`config.mk`:
```
export PLATFORM = sky130hd
export DESIGN_NAME = uart_slave_vpp_flat
export DESIGN_NICKNAME = d
export VERILOG_FILES = /design/src/rtl/uart_vpp_pkg.sv /design/src/rtl/uart_slave_vpp_if.sv /design/src/rtl/uart_slave_vpp_bit_timer.sv /design/src/rtl/uart_slave_vpp.sv /design/src/flat_wrapper.sv
export SDC_FILE = /design/constraint.sdc
export NUM_CORES = 1
export LEC_CHECK = 0
export BUFFER_PORTS_ARGS = -buffer_cell sky130_fd_sc_hd__buf_2
export CORE_ASPECT_RATIO = 1.75
export CORE_MARGIN = 8
export CORE_UTILIZATION = 55
export CTS_BUF_LIST = sky130_fd_sc_hd__clkbuf_8
export DETAILED_ROUTE_END_ITERATION = 12
export PLACE_DENSITY = 0.75
export SLEW_MARGIN = 20
export SYNTH_ARGS = -nofsm -noshare
export SYNTH_HDL_FRONTEND = slang
export SYNTH_HIERARCHICAL = 1
export SYNTH_SLANG_ARGS = --single-unit
```
`constraint.sdc`:
```
create_clock -name clk -period 3.85 [get_ports clk]
set_input_delay 1.155 -clock clk [delete_from_list [all_inputs] [get_ports clk]]
set_output_delay 1.155 -clock clk [all_outputs]
set_load 0.01 [all_outputs]
```
`src/rtl/uart_vpp_pkg.sv`:
```
// Shared framing constants and state encoding for the VPP-side UART link.
// The board-side master imports this package as well.
package uart_vpp_pkg;

    localparam logic [2:0]  HEAD      = 3'b101;
    localparam logic [2:0]  TAIL      = 3'b010;
    localparam int unsigned FRAME_OVH = 6;

    typedef enum logic [2:0] {
        IDLE,
        RX_START,
        RX_DATA,
        RX_CHECK,
        TURN,
        TX_START,
        TX_DATA,
        TX_STOP
    } state_e;

    function automatic logic marks_ok(input logic [2:0] head, input logic [2:0] tail);
        return (head == HEAD) && (tail == TAIL);
    endfunction

endpackage

```
`src/rtl/uart_slave_vpp_if.sv`:
```
// Pad-side and register-side signals of the VPP UART slave.
interface uart_slave_vpp_if #(
    parameter int unsigned NBIT_IN  = 10,
    parameter int unsigned NBIT_OUT = 10
);
    logic                tick;
    logic                resp_enable;
    logic [NBIT_OUT-1:0] par_data_in;
    logic                ser_data_in;
    logic                ser_data_out;
    logic                ser_oe;
    logic [NBIT_IN-1:0]  par_data_out;
    logic                rx_valid;
    logic                frame_err;
    logic                busy;

    modport slave (
        input  tick, resp_enable, par_data_in, ser_data_in,
        output ser_data_out, ser_oe, par_data_out, rx_valid, frame_err, busy
    );

    modport master (
        output tick, resp_enable, par_data_in, ser_data_in,
        input  ser_data_out, ser_oe, par_data_out, rx_valid, frame_err, busy
    );
endinterface

```
`src/rtl/uart_slave_vpp_bit_timer.sv`:
```
// Tick counter shared by half-bit, full-bit and turnaround timing.
// done_c fires on the tick that completes tc ticks; the count then wraps.
module uart_bit_timer #(
    parameter int unsigned CNT_W = 6
) (
    input  logic             clk,
    input  logic             rst,
    input  logic             tick,
    input  logic             restart,
    input  logic [CNT_W-1:0] tc,
    output logic             done_c
);

    logic [CNT_W-1:0] count_q;

    assign done_c = tick && !restart && (count_q == (tc - CNT_W'(1)));

    always_ff @(posedge clk or posedge rst) begin
        if (rst) begin
            count_q <= '0;
        end else if (restart) begin
            count_q <= '0;
        end else if (tick) begin
            count_q <= done_c ? '0 : count_q + CNT_W'(1);
        end
    end

endmodule

```
`src/rtl/uart_slave_vpp.sv`:
```
// VPP-side endpoint of the half-duplex framed UART: receives one framed word,
// checks its marks, and after a fixed turnaround answers with one framed word.
module uart_slave_vpp
    import uart_vpp_pkg::*;
#(
    parameter int unsigned NBIT_IN         = 10,
    parameter int unsigned NBIT_OUT        = 10,
    parameter int unsigned BPS_COUNT_NUM   = 48,
    parameter int unsigned START_COUNT_NUM = 24,
    parameter int unsigned TURN_BITS       = 4
) (
    input logic              clk,
    input logic              rst,
    uart_slave_vpp_if.slave  bus
);

    localparam int unsigned RX_W   = NBIT_IN + FRAME_OVH;
    localparam int unsigned TX_W   = NBIT_OUT + FRAME_OVH;
    localparam int unsigned RX_IW  = $clog2(RX_W);
    localparam int unsigned TX_IW  = $clog2(TX_W);
    localparam int unsigned IDX_M  = (RX_W > TX_W) ? RX_W : TX_W;
    localparam int unsigned IDX_N  = (IDX_M > TURN_BITS) ? IDX_M : TURN_BITS;
    localparam int unsigned IDX_W  = $clog2(IDX_N);
    localparam int unsigned CNT_W  = $clog2(BPS_COUNT_NUM + 1);

    state_e              state_q;
    logic [IDX_W-1:0]    idx_q;
    logic [RX_W-1:0]     rx_shift_q;
    logic [TX_W-1:0]     tx_shift_q;
    logic                ser_prev_q;
    logic                sdo_q;
    logic                oe_q;
    logic [NBIT_IN-1:0]  pdo_q;
    logic                rx_valid_q;
    logic                frame_err_q;
    logic                busy_q;

    logic                restart_c;
    logic [CNT_W-1:0]    tc_c;
    logic                done_c;

    // Timer is held clear while idle and across the one-clk check state.
    assign restart_c = (state_q == IDLE) || (state_q == RX_CHECK);
    assign tc_c      = (state_q == RX_START) ? CNT_W'(START_COUNT_NUM) : CNT_W'(BPS_COUNT_NUM);

    uart_bit_timer #(.CNT_W(CNT_W)) u_timer (
        .clk     (clk),
        .rst     (rst),
        .tick    (bus.tick),
        .restart (restart_c),
        .tc      (tc_c),
        .done_c  (done_c)
    );

    always_ff @(posedge clk or posedge rst) begin
        if (rst) begin
            state_q     <= IDLE;
            idx_q       <= '0;
            rx_shift_q  <= '0;
            tx_shift_q  <= '0;
            ser_prev_q  <= 1'b1;
            sdo_q       <= 1'b1;
            oe_q        <= 1'b0;
            pdo_q       <= '0;
            rx_valid_q  <= 1'b0;
            frame_err_q <= 1'b0;
            busy_q      <= 1'b0;
        end else begin
            ser_prev_q  <= bus.ser_data_in;
            rx_valid_q  <= 1'b0;
            frame_err_q <= 1'b0;
            case (state_q)
                IDLE: begin
                    if (ser_prev_q && !bus.ser_data_in) begin
                        state_q <= RX_START;
                        busy_q  <= 1'b1;
                    end
                end
                RX_START: begin
                    if (done_c) begin
                        idx_q <= '0;
                        if (!bus.ser_data_in) begin
                            state_q <= RX_DATA;
                        end else begin
                            frame_err_q <= 1'b1;
                            state_q     <= IDLE;
                            busy_q      <= 1'b0;
                        end
                    end
                end
                RX_DATA: begin
                    if (done_c) begin
                        rx_shift_q[RX_IW'(idx_q)] <= bus.ser_data_in;
                        if (idx_q == IDX_W'(RX_W - 1)) begin
                            idx_q   <= '0;
                            state_q <= RX_CHECK;
                        end else begin
                            idx_q <= idx_q + IDX_W'(1);
                        end
                    end
                end
                RX_CHECK: begin
                    if (marks_ok(rx_shift_q[2:0], rx_shift_q[RX_W-1 -: 3])) begin
                        pdo_q      <= rx_shift_q[NBIT_IN+2:3];
                        rx_valid_q <= 1'b1;
                        if (bus.resp_enable) begin
                            state_q <= TURN;
                        end else begin
                            state_q <= IDLE;
                            busy_q  <= 1'b0;
                        end
                    end else begin
                        frame_err_q <= 1'b1;
                        state_q     <= IDLE;
                        busy_q      <= 1'b0;
                    end
                end
                TURN: begin
                    if (done_c) begin
                        if (idx_q == IDX_W'(TURN_BITS - 1)) begin
                            tx_shift_q <= {TAIL, bus.par_data_in, HEAD};
                            idx_q      <= '0;
                            oe_q       <= 1'b1;
                            sdo_q      <= 1'b0;
                            state_q    <= TX_START;
                        end else begin
                            idx_q <= idx_q + IDX_W'(1);
                        end
                    end
                end
                TX_START: begin
                    if (done_c) begin
                        sdo_q   <= tx_shift_q[0];
                        idx_q   <= '0;
                        state_q <= TX_DATA;
                    end
                end
                TX_DATA: begin
                    if (done_c) begin
                        if (idx_q == IDX_W'(TX_W - 1)) begin
                            sdo_q   <= 1'b1;
                            idx_q   <= '0;
                            state_q <= TX_STOP;
                        end else begin
                            sdo_q <= tx_shift_q[TX_IW'(idx_q + IDX_W'(1))];
                            idx_q <= idx_q + IDX_W'(1);
                        end
                    end
                end
                TX_STOP: begin
                    if (done_c) begin
                        oe_q    <= 1'b0;
                        sdo_q   <= 1'b1;
                        state_q <= IDLE;
                        busy_q  <= 1'b0;
                    end
                end
                default: begin
                    state_q <= IDLE;
                    oe_q    <= 1'b0;
                    sdo_q   <= 1'b1;
                    busy_q  <= 1'b0;
                end
            endcase
        end
    end

    assign bus.ser_data_out = sdo_q;
    assign bus.ser_oe       = oe_q;
    assign bus.par_data_out = pdo_q;
    assign bus.rx_valid     = rx_valid_q;
    assign bus.frame_err    = frame_err_q;
    assign bus.busy         = busy_q;

endmodule

```
`src/flat_wrapper.sv`:
```
// flat-port wrapper written by rule: the top's interface ports become plain ports
module uart_slave_vpp_flat import uart_vpp_pkg::*;
#(
    parameter int unsigned NBIT_IN         = 10,
    parameter int unsigned NBIT_OUT        = 10,
    parameter int unsigned BPS_COUNT_NUM   = 48,
    parameter int unsigned START_COUNT_NUM = 24,
    parameter int unsigned TURN_BITS       = 4
)
  (clk, rst, bus_tick, bus_resp_enable, bus_par_data_in, bus_ser_data_in, bus_ser_data_out, bus_ser_oe, bus_par_data_out, bus_rx_valid, bus_frame_err, bus_busy);
  uart_slave_vpp_if #(.NBIT_IN(NBIT_IN), .NBIT_OUT(NBIT_OUT)) bus_i ();
  input logic clk;
  input logic rst;
  input wire logic [$bits(bus_i.tick)-1:0] bus_tick;
  input wire logic [$bits(bus_i.resp_enable)-1:0] bus_resp_enable;
  input wire logic [$bits(bus_i.par_data_in)-1:0] bus_par_data_in;
  input wire logic [$bits(bus_i.ser_data_in)-1:0] bus_ser_data_in;
  output wire logic [$bits(bus_i.ser_data_out)-1:0] bus_ser_data_out;
  output wire logic [$bits(bus_i.ser_oe)-1:0] bus_ser_oe;
  output wire logic [$bits(bus_i.par_data_out)-1:0] bus_par_data_out;
  output wire logic [$bits(bus_i.rx_valid)-1:0] bus_rx_valid;
  output wire logic [$bits(bus_i.frame_err)-1:0] bus_frame_err;
  output wire logic [$bits(bus_i.busy)-1:0] bus_busy;
  assign bus_i.tick = bus_tick;
  assign bus_i.resp_enable = bus_resp_enable;
  assign bus_i.par_data_in = bus_par_data_in;
  assign bus_i.ser_data_in = bus_ser_data_in;
  assign bus_ser_data_out = bus_i.ser_data_out;
  assign bus_ser_oe = bus_i.ser_oe;
  assign bus_par_data_out = bus_i.par_data_out;
  assign bus_rx_valid = bus_i.rx_valid;
  assign bus_frame_err = bus_i.frame_err;
  assign bus_busy = bus_i.busy;
  uart_slave_vpp #(.NBIT_IN(NBIT_IN), .NBIT_OUT(NBIT_OUT), .BPS_COUNT_NUM(BPS_COUNT_NUM), .START_COUNT_NUM(START_COUNT_NUM), .TURN_BITS(TURN_BITS)) u_core (.clk(clk), .rst(rst), .bus(bus_i));
endmodule
```
==> impl_results.md <==
* Pin count of the biggest net entering global routing at 51
* Worst hold stages at 2
* Number of vias per cell at 5.477
* Largest stage delay on the critical path at 0.42 ns
* Final setup violation count at 0
* Routed vias at 2136
* Filler cell count in the final layout at 449
* Iter 0 DRT Violations at 92
* Reg-to-reg endpoint: u_core/rx_shift_q[2]
* Top achievable clock speed at 0.2883 GHz
* Total track usage at 0.1516
* # clock sinks at 56
* Synthesized cell area at around 0.003 mm²
* Run status: finished clean
* CTS Buf Count at 5
* Share of the synthesized area in the top cell type at 0.4476
* Reg area at 0.001404 mm²
* Sum of net half-perimeters after detailed placement at 4531 µm
* Buffer levels on the longest clock path at 2
* Share of synthesized area occupied by flip-flops and latches at 0.4650
* Endpoint of the worst hold-timing path: u_core/rx_shift_q[15]
* Shortest period the worst path allows at about 3.5 ns
* Core box area at 0.005299 mm²
* Most repeated cell in the gate-level netlist after synthesis: sky130_fd_sc_hd__dfrtp_1
* Worst Path Buf+Inv at 1
* Reg2Reg Launch Point: u_core/state_q[1]
* Setup skew after layout at slightly above 0.005 ns
* CP Launch Type: flop
* List of cells traversed by the critical path: inv_1 > ha_1 > nor2b_1 > nand3b_1 > a311o_1 > a211oi_4 > and3b_1 > and3b_1 > nand2_1 > nor3_1 > mux2_2
* Total die area at 0.008209 mm²
* Post-synthesis instance total at 281
* RSZ-0062 raised after global routing: false
* H-Tree Level Count at 2
* Top area cells in the synthesized netlist: sky130_fd_sc_hd__dfrtp_1, sky130_fd_sc_hd__mux2_2, sky130_fd_sc_hd__ha_1
* Number of max-cap violations at 0
* Wire length of the first global-routing pass at 10010 µm
* Leakage power of the design at 1.627 nW
* Most frequent cell on the critical path: sky130_fd_sc_hd__and3b_1
* Worst-case setup margin in the final layout at 0.3811 ns
* Mean area per synthesized cell at 10.74 µm²
* Relative slew slack at 0.4424
* Post-detailed-route DRC marker count at 0
* PwrDens at 433.4 mW/mm²
* Number of enable flip-flop cells after synthesis at 0
* Clock-pin transition on the worst setup and hold timing paths at 0.10 ns
* Final WL at roughly 6000 µm
* Yosys cell types at 53
* Data required time of the worst path at 4.05 ns
* Number of slew-limit violations in the final report at 0
* Starting utilization of the core area at 0.5698
* Number of synthesis warnings at 6
* Number of gates resized after CTS at 0
* Critical path data arrival time at ~3.7 ns
* Setup crit end kind: flop
* Hold buffers post-CTS at 0
* Clock tree from TritonCTS: yes
* Clk_lat worst skew at about 0.31 ns
* Number of setup buffers added after CTS at 0
* Highest net fanout along the worst path at 9
* Critical-path cell with the highest stage delay: sky130_fd_sc_hd__dfrtp_1
* Worst reg2reg setup slack at 0.38 ns
* GRT overflow at 0
* # diodes at 0
* Total number of placement rows at 35
* Cell taking the most area after synthesis: sky130_fd_sc_hd__dfrtp_1
* Average wire per standard cell at 15.17 µm
* Worst slack at placement at 0.4295 ns
* Final weighted congestion in routability-driven placement at 0.7896
* Hold Crit Class: reg -> reg
* Number of global-route vias before repair at 2213
* Number of nets at the end of the flow at 340
* Final hold vios at 0
* Buffers added on ports at 29
* Portion of the clock cycle consumed by the worst path in the final layout at 0.9010
* Initial antenna violation count at 0
* Layout Area Growth over Synthesis at 10.73%
* Floorplan die width at 72.01 µm
* CP top delay family: simple AND/OR/NAND/NOR gates
* Antenna-violating nets left at 0
* Power Total at 1.449 mW
* Worst-case vdd ir drop at 260.8 µV
* Slew of the pin with the lowest slew margin at ~0.84 ns
* Primary FF master, synth: sky130_fd_sc_hd__dfrtp_1
* Height of the die at ~110 µm
* Clock tree root buffer cell: sky130_fd_sc_hd__clkbuf_8
* Cell types with the highest counts after synthesis: sky130_fd_sc_hd__dfrtp_1, sky130_fd_sc_hd__mux2_2, sky130_fd_sc_hd__nand2_1, sky130_fd_sc_hd__o21ai_0, sky130_fd_sc_hd__nor2_1
* Share of final-layout standard cells stronger than drive strength 1 at 0.2437
* 1st-pass router iterations at 4
* Path type of the worst setup path: reg -> reg
* Total negative slack at 0 ns
* Seq cells post-synth at 56
* Worst hold start: u_core/rx_shift_q[15]
* Depth of the most critical reg-to-reg path at 11
* Area of the multi-input gates at 0.001521 mm²
* Top-level I/O count at 30
* Share of flip-flops with an asynchronous set or reset at 1.000
sequential cells by signal (all words and copies together) (netlist names):
register and count:
u_core/bus.busy 1, u_core/u_timer/count_q 6, u_core/ser_prev_q 1, u_core/tx_shift_q 11, u_core/bus.frame_err 1, u_core/rx_shift_q 16
u_core/bus.ser_data_out 1, u_core/idx_q 4, u_core/state_q 3, u_core/bus.rx_valid 1, u_core/bus.par_data_out 10, u_core/bus.ser_oe 1
metrics by stage:
stage | hold WS (ns) | utilization | instance area, µm² | instances
global placement | 0.4605 | 0.6097 | 3231 | 382
finish | 0.4962 | 0.6309 | 3343 | 390
global route | 0.5197 | 0.6309 | 3343 | 390
CTS | 0.4991 | 0.6307 | 3342 | 390
detailed placement | 0.4762 | 0.6097 | 3231 | 382
floorplan | 0.4430 | - | 3064 | 293
worst reg2reg max path, stage by stage (launching register included):
cell and delay (ns):
sky130_fd_sc_hd__dfrtp_1 0.42, sky130_fd_sc_hd__inv_1 0.12, sky130_fd_sc_hd__ha_1 0.34, sky130_fd_sc_hd__nor2b_1 0.43
sky130_fd_sc_hd__nand3b_1 0.12, sky130_fd_sc_hd__a311o_1 0.40, sky130_fd_sc_hd__a211oi_4 0.22, sky130_fd_sc_hd__and3b_1 0.29
sky130_fd_sc_hd__and3b_1 0.29, sky130_fd_sc_hd__nand2_1 0.18, sky130_fd_sc_hd__nor3_1 0.20, sky130_fd_sc_hd__mux2_2 0.36
cells by family after synthesis:
| group | share of synthesized area |
|---|---|
| simple gates | 0.1459 |
| compound gates | 0.1310 |
| mux | 0.1305 |
| fa+ha+maj | 0.04144 |
| buf+inv | 0.04600 |
| other cells | 0.002487 |
| xor+xnor | 0.03771 |
| flops | 0.4650 |
per-layer routing:
| layer | GRT usage | routed length, µm | part of all wire | up-vias |
|---|---|---|---|---|
| met5 | 0 | 0 | 0 | - |
| met3 | 0.02548 | 149 | 0.025 | 11 |
| met4 | 0.06036 | 139 | 0.023 | 0 |
| li1 | - | - | - | 1045 |
| met2 | 0.2983 | 3368 | 0.57 | 43 |
| met1 | 0.1473 | 2260 | 0.38 | 1037 |
layout by cell type (no fill, tap or decap), types with 2 or more instances in the layout:
cell type                  count
sky130_fd_sc_hd__dfrtp_1      54
sky130_fd_sc_hd__mux2i_1       3
sky130_fd_sc_hd__mux2_2       28
sky130_fd_sc_hd__nand2b_1      8
sky130_fd_sc_hd__a211oi_1      5
sky130_fd_sc_hd__dfstp_2       2
sky130_fd_sc_hd__buf_4         3
sky130_fd_sc_hd__nor2b_1       5
sky130_fd_sc_hd__nand2_1      23
sky130_fd_sc_hd__a21o_1        2
sky130_fd_sc_hd__nor3_1        7
sky130_fd_sc_hd__conb_1       14
sky130_fd_sc_hd__nand4_1       4
sky130_fd_sc_hd__a32o_1        2
sky130_fd_sc_hd__nand3_1       5
sky130_fd_sc_hd__a311o_1       2
sky130_fd_sc_hd__clkbuf_8      5
sky130_fd_sc_hd__and2_1        3
sky130_fd_sc_hd__a21oi_1       5
sky130_fd_sc_hd__o31ai_1      10
sky130_fd_sc_hd__and3_1        2
sky130_fd_sc_hd__xor2_1       10
sky130_fd_sc_hd__a22o_1        2
sky130_fd_sc_hd__xnor2_1       3
sky130_fd_sc_hd__ha_1         10
sky130_fd_sc_hd__buf_2        29
sky130_fd_sc_hd__inv_1        12
sky130_fd_sc_hd__nor3b_1       2
sky130_fd_sc_hd__and3b_1       2
sky130_fd_sc_hd__or3b_2        2
sky130_fd_sc_hd__nor2_1       13
sky130_fd_sc_hd__nand3b_1      3
sky130_fd_sc_hd__o21ai_0      17
worst max path at each step:
stage,start,endpoint,slack [ns],cells past startpoint
4_1_cts,u_core/state_q[1],u_core/rx_shift_q[2],0.38,11
3_5_place_dp,u_core/state_q[1],u_core/rx_shift_q[2],0.43,11
2_1_floorplan,u_core/state_q[1],u_core/rx_shift_q[0],0.42,14
3_3_place_gp,u_core/state_q[1],u_core/rx_shift_q[2],0.54,11
6_report,u_core/state_q[1],u_core/rx_shift_q[2],0.38,11
5_1_grt,u_core/state_q[1],u_core/rx_shift_q[2],0.11,11
cell type report:
type                    count  area share
inverters                  12     0.01385
repair buffers             32     0.05015
multi-input cells         208      0.4551
well taps                  74     0.02769
flip-flops and latches     56      0.4199
clock inverters             3     0.01272
clock buffers               5     0.02058
report_power, final:
part | total, mW | switching, mW | internal, mW
logic | 0.418 | 0.251 | 0.167
registers | 0.647 | 0.0281 | 0.619
clock network | 0.383 | 0.189 | 0.194
total | 1.45 | 0.468 | 0.981
(Power assumes the default switching activity.)
